===== src/rtl/reg_dest_scoreboard_pkg.sv =====
// Shared sizing and types for the destination-register scoreboard.
// Holds the register count, index width and per-register counter width.
package reg_sb_pkg;
  localparam int NREG  = 32;
  localparam int AW    = 5;
  localparam int CNT_W = 2;

  typedef logic [AW-1:0]    reg_idx_t;
  typedef logic [CNT_W-1:0] cnt_t;

  localparam cnt_t CNT_MAX = cnt_t'((1 << CNT_W) - 1);
  localparam cnt_t CNT_ONE = cnt_t'(1);
endpackage


===== src/rtl/reg_dest_scoreboard_if.sv =====
// Issue / write-back / flush bundle between the pipeline and the scoreboard.
// The pipeline side is the master; the scoreboard answers with stall.
interface reg_dest_scoreboard_if;
  logic               issue_valid;
  logic               issue_wr_en;
  reg_sb_pkg::reg_idx_t issue_dst;
  logic               issue_use_rs;
  reg_sb_pkg::reg_idx_t issue_rs;
  logic               issue_use_rt;
  reg_sb_pkg::reg_idx_t issue_rt;
  logic               stall;
  logic               wb_valid;
  reg_sb_pkg::reg_idx_t wb_dst;
  logic               flush;

  modport master (
    output issue_valid, issue_wr_en, issue_dst,
    output issue_use_rs, issue_rs, issue_use_rt, issue_rt,
    output wb_valid, wb_dst, flush,
    input  stall
  );

  modport slave (
    input  issue_valid, issue_wr_en, issue_dst,
    input  issue_use_rs, issue_rs, issue_use_rt, issue_rt,
    input  wb_valid, wb_dst, flush,
    output stall
  );
endinterface


===== src/rtl/reg_dest_scoreboard_sb_entry.sv =====
// One pending-write counter for a single architectural register.
// err flags a write-back that arrives while nothing is pending.
module sb_entry
  import reg_sb_pkg::*;
(
  input  logic clk,
  input  logic rst_n,
  input  logic inc,
  input  logic dec_req,
  input  logic flush,
  output cnt_t count,
  output logic busy,
  output logic err
);

  logic dec;
  cnt_t count_next;

  assign dec = dec_req & (count != '0);
  assign err = dec_req & (count == '0) & ~flush;

  always_comb begin
    count_next = count;
    if (flush)
      count_next = '0;
    else if (inc && !dec)
      count_next = count + CNT_ONE;
    else if (dec && !inc)
      count_next = count - CNT_ONE;
  end

  always_ff @(posedge clk or negedge rst_n) begin
    if (!rst_n) begin
      count <= '0;
      busy  <= 1'b0;
    end else begin
      count <= count_next;
      busy  <= (count_next != '0);
    end
  end

endmodule


===== src/rtl/reg_dest_scoreboard.sv =====
// RAW-hazard scoreboard for the 5-bit destination-register path.
// Optional macro REG_DEST_SCOREBOARD_WB_BYPASS_EN masks a hazard whose last write retires this cycle.
module reg_dest_scoreboard
  import reg_sb_pkg::*;
(
  input  logic                   clk,
  input  logic                   rst_n,
  reg_dest_scoreboard_if.slave   sb,
  output logic [NREG-1:0]        busy_vec,
  output logic                   underflow_err
);

  if ((1 << AW) != NREG) begin : g_size_check
    $error("reg_dest_scoreboard: 2**AW must equal NREG");
  end

  cnt_t            cnt [NREG];
  logic [NREG-1:0] busy_w;
  logic [NREG-1:0] ent_err;
  cnt_t            cnt_rs, cnt_rt, cnt_dst;
  logic            hazard_rs, hazard_rt, sat;
  logic            byp_rs, byp_rt;
  logic            stall_w, accept;

  // r0 is hardwired: never counted, never busy, never underflows.
  assign cnt[0]     = '0;
  assign busy_w[0]  = 1'b0;
  assign ent_err[0] = 1'b0;

  always_comb begin
    cnt_rs    = cnt[sb.issue_rs];
    cnt_rt    = cnt[sb.issue_rt];
    cnt_dst   = cnt[sb.issue_dst];
    hazard_rs = sb.issue_use_rs & (sb.issue_rs != '0) & (cnt_rs != '0);
    hazard_rt = sb.issue_use_rt & (sb.issue_rt != '0) & (cnt_rt != '0);
    sat       = sb.issue_wr_en & (sb.issue_dst != '0) & (cnt_dst == CNT_MAX);
`ifdef REG_DEST_SCOREBOARD_WB_BYPASS_EN
    // Last outstanding write retires now; the register file forwards it.
    byp_rs = sb.wb_valid & (sb.wb_dst == sb.issue_rs) & (cnt_rs == CNT_ONE);
    byp_rt = sb.wb_valid & (sb.wb_dst == sb.issue_rt) & (cnt_rt == CNT_ONE);
`else
    byp_rs = 1'b0;
    byp_rt = 1'b0;
`endif
    stall_w = sb.issue_valid &
              ((hazard_rs & ~byp_rs) | (hazard_rt & ~byp_rt) | sat);
    accept  = sb.issue_valid & ~stall_w;
  end

  assign sb.stall = stall_w;

  for (genvar i = 1; i < NREG; i++) begin : g_entry
    logic inc, dec_req;
    assign inc     = accept & sb.issue_wr_en & (sb.issue_dst == reg_idx_t'(i));
    assign dec_req = sb.wb_valid & (sb.wb_dst == reg_idx_t'(i));

    sb_entry u_entry (
      .clk     (clk),
      .rst_n   (rst_n),
      .inc     (inc),
      .dec_req (dec_req),
      .flush   (sb.flush),
      .count   (cnt[i]),
      .busy    (busy_w[i]),
      .err     (ent_err[i])
    );
  end

  assign busy_vec = busy_w;

  always_ff @(posedge clk or negedge rst_n) begin
    if (!rst_n)
      underflow_err <= 1'b0;
    else if (|ent_err)
      underflow_err <= 1'b1;
  end

endmodule


===== src/flat_wrapper.sv =====
// flat-port wrapper written by rule: the top's interface ports become plain ports
module reg_dest_scoreboard_flat import reg_sb_pkg::*;
  (clk, rst_n, busy_vec, underflow_err, sb_issue_valid, sb_issue_wr_en, sb_issue_dst, sb_issue_use_rs, sb_issue_rs, sb_issue_use_rt, sb_issue_rt, sb_wb_valid, sb_wb_dst, sb_flush, sb_stall);
  reg_dest_scoreboard_if sb_i ();
  input  logic clk;
  input  logic rst_n;
  output logic [NREG-1:0] busy_vec;
  output logic underflow_err;
  input wire logic [$bits(sb_i.issue_valid)-1:0] sb_issue_valid;
  input wire logic [$bits(sb_i.issue_wr_en)-1:0] sb_issue_wr_en;
  input wire logic [$bits(sb_i.issue_dst)-1:0] sb_issue_dst;
  input wire logic [$bits(sb_i.issue_use_rs)-1:0] sb_issue_use_rs;
  input wire logic [$bits(sb_i.issue_rs)-1:0] sb_issue_rs;
  input wire logic [$bits(sb_i.issue_use_rt)-1:0] sb_issue_use_rt;
  input wire logic [$bits(sb_i.issue_rt)-1:0] sb_issue_rt;
  input wire logic [$bits(sb_i.wb_valid)-1:0] sb_wb_valid;
  input wire logic [$bits(sb_i.wb_dst)-1:0] sb_wb_dst;
  input wire logic [$bits(sb_i.flush)-1:0] sb_flush;
  output wire logic [$bits(sb_i.stall)-1:0] sb_stall;
  assign sb_i.issue_valid = sb_issue_valid;
  assign sb_i.issue_wr_en = sb_issue_wr_en;
  assign sb_i.issue_dst = sb_issue_dst;
  assign sb_i.issue_use_rs = sb_issue_use_rs;
  assign sb_i.issue_rs = sb_issue_rs;
  assign sb_i.issue_use_rt = sb_issue_use_rt;
  assign sb_i.issue_rt = sb_issue_rt;
  assign sb_i.wb_valid = sb_wb_valid;
  assign sb_i.wb_dst = sb_wb_dst;
  assign sb_i.flush = sb_flush;
  assign sb_stall = sb_i.stall;
  reg_dest_scoreboard u_core (.clk(clk), .rst_n(rst_n), .sb(sb_i), .busy_vec(busy_vec), .underflow_err(underflow_err));
endmodule

===== config.mk =====
export PLATFORM = sky130hd
export DESIGN_NAME = reg_dest_scoreboard_flat
export DESIGN_NICKNAME = d
export VERILOG_FILES = /design/src/rtl/reg_dest_scoreboard_pkg.sv /design/src/rtl/reg_dest_scoreboard_if.sv /design/src/rtl/reg_dest_scoreboard_sb_entry.sv /design/src/rtl/reg_dest_scoreboard.sv /design/src/flat_wrapper.sv
export SDC_FILE = /design/constraint.sdc
export NUM_CORES = 1
export LEC_CHECK = 0
export CORE_MARGIN = 3
export CORE_UTILIZATION = 45
export DETAILED_ROUTE_END_ITERATION = 8
export GPL_ROUTABILITY_DRIVEN = 0
export HOLD_SLACK_MARGIN = 0.1
export PLACE_DENSITY = 0.7
export SYNTH_ARGS = -nofsm -noshare
export SYNTH_HDL_FRONTEND = slang
export SYNTH_SLANG_ARGS = --single-unit

===== constraint.sdc =====
create_clock -name clk -period 3.8 [get_ports clk]
set_clock_uncertainty 0.15 [all_clocks]
set_input_delay 0.76 -clock clk [delete_from_list [all_inputs] [get_ports clk]]
set_output_delay 0.76 -clock clk [all_outputs]
set_load 0.02 [all_outputs]

==> results.sh, run 1 <==
export IMPL_status="finished, final reports clean"
export IMPL_ys_flop_type="dfrtp_1"
export IMPL_routed_wl_um=27900
export IMPL_hold_viol=0
export IMPL_critPathLaunch="sb_issue_rt[1]"
export IMPL_coreArea_mm2=0.0183
export IMPL_synth_xor_area_share_pct=1.14
export IMPL_min_from="u_core.underflow_err$_DFFE_PN0P_"
export IMPL_cp_top_family="buffers and inverters"
export IMPL_r2r_slack_ps=430
export IMPL_clkTransAtPathRegs_ps=70
export IMPL_endpoint_kind="primary output"
export IMPL_cp_arrival_ps=2840
export IMPL_p_leak_nw=4.03
export IMPL_die_h_um=143
export IMPL_drive_gt1_share_pct=22.6
export IMPL_synth_seq_cells=94
export IMPL_die_w_um=143
export IMPL_cp_num_buf_inv=3
export IMPL_ys_async_sr_fraction_pct=100
export IMPL_antenna_found_initial=0
export IMPL_vias=8663
export IMPL_cts_root_buf="clkbuf_16"
export IMPL_area_delta_synth_final_pct=22.9
export IMPL_fillers=1627
export IMPL_synth_edf_count=0
export IMPL_final_max_slew_viol_count=0
export IMPL_dp_slack_ps=-550
export IMPL_r2r_start="u_core.g_entry[11].u_entry.count[0]$_DFF_PN0_"
export IMPL_p_clk_share_pct=33.5
export IMPL_cap_violations=0
export IMPL_syn_area_per_cell_um2=8.59
export IMPL_syn_num_nets=1047
export IMPL_path_max_fanout=13
export IMPL_layout_nets=1171
export IMPL_synth_top_family_by_area="simple AND/OR/NAND/NOR gates"
export IMPL_powerDensity_mw_per_mm2=269
export IMPL_slew_limit_headroom_pct=57.9
export IMPL_ios=62
export IMPL_synth_warning_count=0
export IMPL_max_freq_ghz=0.267
export IMPL_initialDrtViolationCount=897
export IMPL_die_area_mm2=0.0205
export IMPL_start_kind="input port"
export IMPL_initial_utilization_pct=46.4
export IMPL_hp_class="register to register"
export IMPL_required_ps=2890
export IMPL_ys_types=83
export IMPL_grt_usage_pct=27.2
export IMPL_clockBufferDepth=2
export IMPL_numPortBuffers=60
export IMPL_layout_commonest_cell="buf_4"
export IMPL_internal_power_mw=1.91
export IMPL_finalWorstSetupSlack_ps=55.0
export IMPL_grt_max_degree=94
export IMPL_cts_buffers=9
export IMPL_row_count=49
export IMPL_antenna_cells=0
export IMPL_syn_cell_area_mm2=0.00848
export IMPL_slowest_stage="clkdlybuf4s50_1"
export IMPL_grt_pass1_wl_um=43900
export IMPL_drc=0
export IMPL_period_share_pct=98.6
export IMPL_grt_pass1_vias=8158
export IMPL_max_stage_delay_ps=520
export IMPL_dr_pass1_iters=5
export IMPL_dpl_hpwl_um=21100
export IMPL_seq_power_share_pct=39.1
export IMPL_synth_simple_area_share_pct=25.3
export IMPL_setup_violations=0
export IMPL_seq_area_frac_synth_pct=27.7
export IMPL_muxShareOfSynthArea_pct=11.0
export IMPL_cts_tree="yes"
export IMPL_p_sw_share_pct=31.7
export IMPL_ant_nets=0
export IMPL_fin_tns_setup_ps=0
export IMPL_clkLatencyLatePin_ps=360
export IMPL_grt_overflow=0
export IMPL_p_comb_share_pct=27.3
export IMPL_crit_type="input port to primary output"
export IMPL_synthAdderAreaFrac_pct=4.69
export IMPL_worst_pin_slew_ps=631
export IMPL_cts_sinks=94
export IMPL_power_switching_uw=889
export IMPL_rsz0062_at_grt="no"
export IMPL_ir_worst_vdd_mv=0.221
export IMPL_holdWs_ps=319
export IMPL_crit_chain="clkdlybuf4s50_1, buf_12, mux4_2, mux2_2, a211oi_4, and2_4, o41a_1, buf_6"
export IMPL_htreeDepth=3
export IMPL_wl_per_cell_um=20.7
export IMPL_syn_inst=988
export IMPL_synth_compound_area_share_pct=20.6
export IMPL_final_cell_mix="buf_4, dfrtp_1, nor3_1"
export IMPL_post_route_min_period_ps=3750
export IMPL_vias_per_cell=6.44
metal layers:
metal  routed length, um  share of wire, %  track usage, %  vias to the layer above
met4                1300               4.7            11.9                        0
met5                   0                 0               0                        -
met1               11700                42            37.1                     4149
met3                2380               8.5            4.39                       94
li1                    -                 -               -                     3967
met2               12500                45            42.7                      453
final timing paths:
kind	end	cells after the start
setup / recovery	sb_stall	8
hold / removal	u_core.underflow_err$_DFFE_PN0P_	1
setup reg to reg	u_core.g_entry[16].u_entry.busy$_DFF_PN0_	11
hold reg to reg	u_core.underflow_err$_DFFE_PN0P_	1
max in group asynchronous	u_core.g_entry[29].u_entry.count[0]$_DFF_PN0_	3
min in group asynchronous	u_core.g_entry[4].u_entry.busy$_DFF_PN0_	2
power groups by stage:
stage | clock network (mW) | logic [mW] | registers, mW
2_1_floorplan | 0 | 0.456 | 1.10
3_3_place_gp | 0 | 0.716 | 1.11
3_5_place_dp | 0 | 0.726 | 1.11
4_1_cts | 0.962 | 0.734 | 1.09
5_1_grt | 1.00 | 0.821 | 1.10
6_report | 0.940 | 0.766 | 1.10
state kept, by name (all words and copies together) (netlist names):
| name | cells |
|---|---|
| u_core.g_entry.u_entry.count | 62 |
| u_core.g_entry.u_entry.busy | 31 |
| u_core.underflow_err | 1 |
synth_stat cells, drive strengths merged, types with 20 or more instances:
master	n	area share, %
or3	20	1.5
a21oi	34	2.0
inv	74	3.3
nand3	44	2.6
ha	31	4.6
nor2	74	3.3
buf	56	4.7
nand4	24	2.0
a211oi	25	2.3
nand2	58	2.6
nor3	83	4.9
mux2i	28	3.3
dfrtp	94	28
nor2b	20	1.5
mux2	22	2.9
clkbuf	34	1.5
cell families (layout without fill, tap and decap cells):
kind of cell | count (synthesis) | after routing
muxes | 68 | 68
AOI/OAI and AO/OA | 217 | 217
buffers and inverters | 164 | 292
xor gates and xnor gates | 11 | 11
DFF | 94 | 94
adders and majority gates | 32 | 32
and+or+nand+nor | 401 | 401
other | 1 | 1
what timing repair did:
item                                    CTS  global route
setup buffers                             0             3
endpoints found under the setup margin   13            53
endpoints found under the hold margin     1             0
gates resized for setup                  13            36
hold buffers                              1             0
pin swaps                                 2             7
area by class of cell:
| type | count | area [um^2] | area share, % |
|---|---|---|---|
| clock inverters | 3 | 43.8 | 0.420 |
| well taps | 229 | 287 | 2.75 |
| multi-input cells | 730 | 5440 | 52.2 |
| flip-flops and latches | 94 | 2350 | 22.6 |
| repair buffers | 203 | 1770 | 16.9 |
| clock buffers | 12 | 256 | 2.46 |
| inverters | 74 | 283 | 2.71 |
stage by stage:
stage	instances	power (mW)	util [%]	cell area, um^2
final	1345	2.80	57.1	10400
after global routing	1345	2.92	57.1	10400
after CTS	1342	2.79	56.2	10300
after detailed placement	1326	1.84	54.4	9930
after global placement	1326	1.83	54.4	9930
after floorplan	988	1.55	-	8480
Note: power is estimated with default switching activity, not from simulation.
==> inputs of run 2 (changes only) <==
--- a/config.mk
+++ b/config.mk
@@ -5,12 +5,13 @@
 export SDC_FILE = /design/constraint.sdc
 export NUM_CORES = 1
 export LEC_CHECK = 0
+export CORE_ASPECT_RATIO = 0.5
 export CORE_MARGIN = 3
-export CORE_UTILIZATION = 45
+export CORE_UTILIZATION = 30
 export DETAILED_ROUTE_END_ITERATION = 8
 export GPL_ROUTABILITY_DRIVEN = 0
 export HOLD_SLACK_MARGIN = 0.1
-export PLACE_DENSITY = 0.7
+export PLACE_DENSITY = 0.54
 export SYNTH_ARGS = -nofsm -noshare
 export SYNTH_HDL_FRONTEND = slang
 export SYNTH_SLANG_ARGS = --single-unit
==> constraint.sdc (replaced) <==
create_clock -name clk -period 3.05 [get_ports clk]
set_clock_uncertainty 0.15 [all_clocks]
set_input_delay 0.61 -clock clk [delete_from_list [all_inputs] [get_ports clk]]
set_output_delay 0.61 -clock clk [all_outputs]
set_load 0.02 [all_outputs]
==> results.sh, run 2 (synthesis results as in run 1) <==
export IMPL_status="finished with violations"
export IMPL_violations="setup timing"
export IMPL_cap_violations=0
export IMPL_grt_max_degree=62
export IMPL_start_kind="input port"
export IMPL_ant_nets=0
export IMPL_largest_reg_flops=62
export IMPL_p_leak_nw=5.21
export IMPL_period_share_pct=106
export IMPL_rsz0062_at_grt="yes"
export IMPL_clockBufferDepth=2
export IMPL_grt_usage_pct=22.0
export IMPL_die_h_um=125
export IMPL_htreeDepth=3
export IMPL_fin_tns_setup_ps=-1520
export IMPL_worst_pin_slew_ps=818
export IMPL_ir_worst_vdd_mv=0.313
export IMPL_top_regs="u_core.g_entry.u_entry.count: 62 flops, u_core.g_entry.u_entry.busy: 31 flops, u_core.underflow_err: 1 flops"
export IMPL_p_sw_share_pct=33.5
export IMPL_layout_nets=1348
export IMPL_powerDensity_mw_per_mm2=301
export IMPL_row_count=42
export IMPL_path_max_fanout=7
export IMPL_vias_per_cell=5.71
export IMPL_cp_arrival_ps=3340
export IMPL_ios=62
export IMPL_clkLatencyLatePin_ps=380
export IMPL_dr_pass1_iters=5
export IMPL_vias=9528
export IMPL_hp_class="register to register"
export IMPL_drive_gt1_share_pct=43.6
export IMPL_antenna_cells=0
export IMPL_final_max_slew_viol_count=0
export IMPL_grt_overflow=0
export IMPL_dp_cells=1605
export IMPL_antenna_found_initial=1
export IMPL_grt_pass1_vias=9356
export IMPL_setup_violations=25
export IMPL_p_comb_share_pct=34.7
export IMPL_largest_register="u_core.g_entry.u_entry.count"
export IMPL_cts_root_buf="clkbuf_16"
export IMPL_routed_wl_um=34800
export IMPL_internal_power_mw=2.66
export IMPL_final_cell_count_no_fill=1668
export IMPL_power_switching_mw=1.34
export IMPL_p_clk_share_pct=31.5
export IMPL_die_area_mm2=0.0305
export IMPL_numPortBuffers=60
export IMPL_max_freq_ghz=0.310
export IMPL_slew_limit_headroom_pct=45.4
export IMPL_drc=0
export IMPL_cts_tree="yes"
export IMPL_endpoint_kind="register"
export IMPL_initial_utilization_pct=31.3
export IMPL_final_cell_mix="buf_4, dfrtp_1, inv_1"
export IMPL_layout_commonest_cell="buf_4"
export IMPL_crit_type="input port to register"
export IMPL_cts_sinks=94
export IMPL_dpl_hpwl_um=25200
export IMPL_post_route_min_period_ps=3230
export IMPL_clkTransAtPathRegs_ps=70
export IMPL_grt_pass1_wl_um=53000
export IMPL_cts_buffers=9
export IMPL_wl_per_cell_um=20.8
export IMPL_finalWorstSetupSlack_ps=-176
export IMPL_coreArea_mm2=0.0271
export IMPL_hold_viol=0
export IMPL_initialDrtViolationCount=1033
export IMPL_area_delta_synth_final_pct=56.7
export IMPL_seq_power_share_pct=33.8
export IMPL_die_w_um=244
export IMPL_required_ps=3160
==> run 2: changes by cell type in the layout (fill, tap and decap cells not counted), moves of 9 or more <==
| cell | previous run | this run |
|---|---|---|
| a211oi_1 | 23 | 11 |
| a211oi_2 | 1 | 11 |
| a221oi_1 | 10 | 1 |
| buf_12 | 4 | 14 |
| buf_4 | 133 | 268 |
| buf_6 | 6 | 32 |
| dlymetal6s2s_1 | 9 | 0 |
| nand3_1 | 43 | 34 |
| nor3_1 | 79 | 70 |
| or4_1 | 11 | 2 |
| or4_4 | 1 | 10 |
==> run 2: power by group through the flow <==
stage / logic (mW) / clock network (mW) / registers [mW]
after floorplan: 0.595 / 0 / 1.37
after global placement: 1.08 / 0 / 1.37
after detailed placement: 1.10 / 0 / 1.37
after CTS: 1.24 / 1.28 / 1.35
after global routing: 1.46 / 1.33 / 1.36
final: 1.39 / 1.26 / 1.35
==> run 2: critical path, stage by stage <==
cell	delay, ps
buf_6	150
buf_8	130
mux4_2	540
o221ai_4	210
a211oi_4	90
nor3b_2	350
nand2b_1	170
buf_6	160
nor4_4	330
xnor2_1	220
mux2_2	370
==> run 2: final cells by class <==
| type | count | area [um^2] |
|---|---|---|
| Clock buffer | 12 | 267 |
| Clock inverter | 4 | 53.8 |
| Fill cell | 2504 | 13800 |
| Inverter | 74 | 295 |
| Multi-Input combinational cell | 730 | 6440 |
| Sequential cell | 94 | 2360 |
| Tap cell | 374 | 468 |
| Timing Repair Buffer | 380 | 3420 |
==> run 2: path summary, 6_finish.rpt <==
path                                                                from                                            end  slack [ps]  cells after the start
min in group asynchronous                                          rst_n  u_core.g_entry[31].u_entry.count[0]$_DFF_PN0_         620                      2
min                                     u_core.underflow_err$_DFFE_PN0P_               u_core.underflow_err$_DFFE_PN0P_         320                      1
max in group asynchronous                                          rst_n   u_core.g_entry[3].u_entry.count[1]$_DFF_PN0_        1520                      3
max reg2reg                u_core.g_entry[12].u_entry.count[0]$_DFF_PN0_   u_core.g_entry[4].u_entry.count[0]$_DFF_PN0_        -170                     10
min reg2reg                             u_core.underflow_err$_DFFE_PN0P_               u_core.underflow_err$_DFFE_PN0P_         320                      1
max                                                      sb_issue_dst[0]   u_core.g_entry[4].u_entry.count[0]$_DFF_PN0_        -180                     11
==> run 2: per-stage QoR <==
step           hold slack (ps)  worst slack, ps  util, %  cell area (um^2)  total power, mW
4_1_cts                    322             -222     46.1             12500             3.87
2_1_floorplan              164             -147        -              8660             1.96
5_1_grt                    334             -280     49.0             13300             4.16
3_3_place_gp               298            -1040     41.7             11300             2.45
3_5_place_dp               305            -1070     41.7             11300             2.47
6_report                   321             -176     49.0             13300             4.00
==> run 2: timing repair <==
action,CTS,global route
endpoints found under the setup margin,94,92
endpoints found under the hold margin,9,0
gates resized for setup,156,144
hold buffers,1,0
cloned,6,3
pin swaps,56,62
buffers inserted,24,29
==> run 2: layer usage <==
metal / global-route usage, % / routed length, um / share of wire [%]
met2: 35.5 / 16000 / 46
met4: 6.87 / 1010 / 2.9
met3: 3.96 / 2610 / 7.5
met5: 0 / 13 / 0.037
met1: 29.9 / 15200 / 44
==> inputs of run 3 (changes only) <==
--- a/config.mk
+++ b/config.mk
@@ -12,6 +12,7 @@
 export GPL_ROUTABILITY_DRIVEN = 0
 export HOLD_SLACK_MARGIN = 0.1
 export PLACE_DENSITY = 0.54
+export SLEW_MARGIN = 20
 export SYNTH_ARGS = -nofsm -noshare
 export SYNTH_HDL_FRONTEND = slang
 export SYNTH_SLANG_ARGS = --single-unit
==> results of run 3 <==
The final DEF is identical to that of run 2; final timing and power are the same.
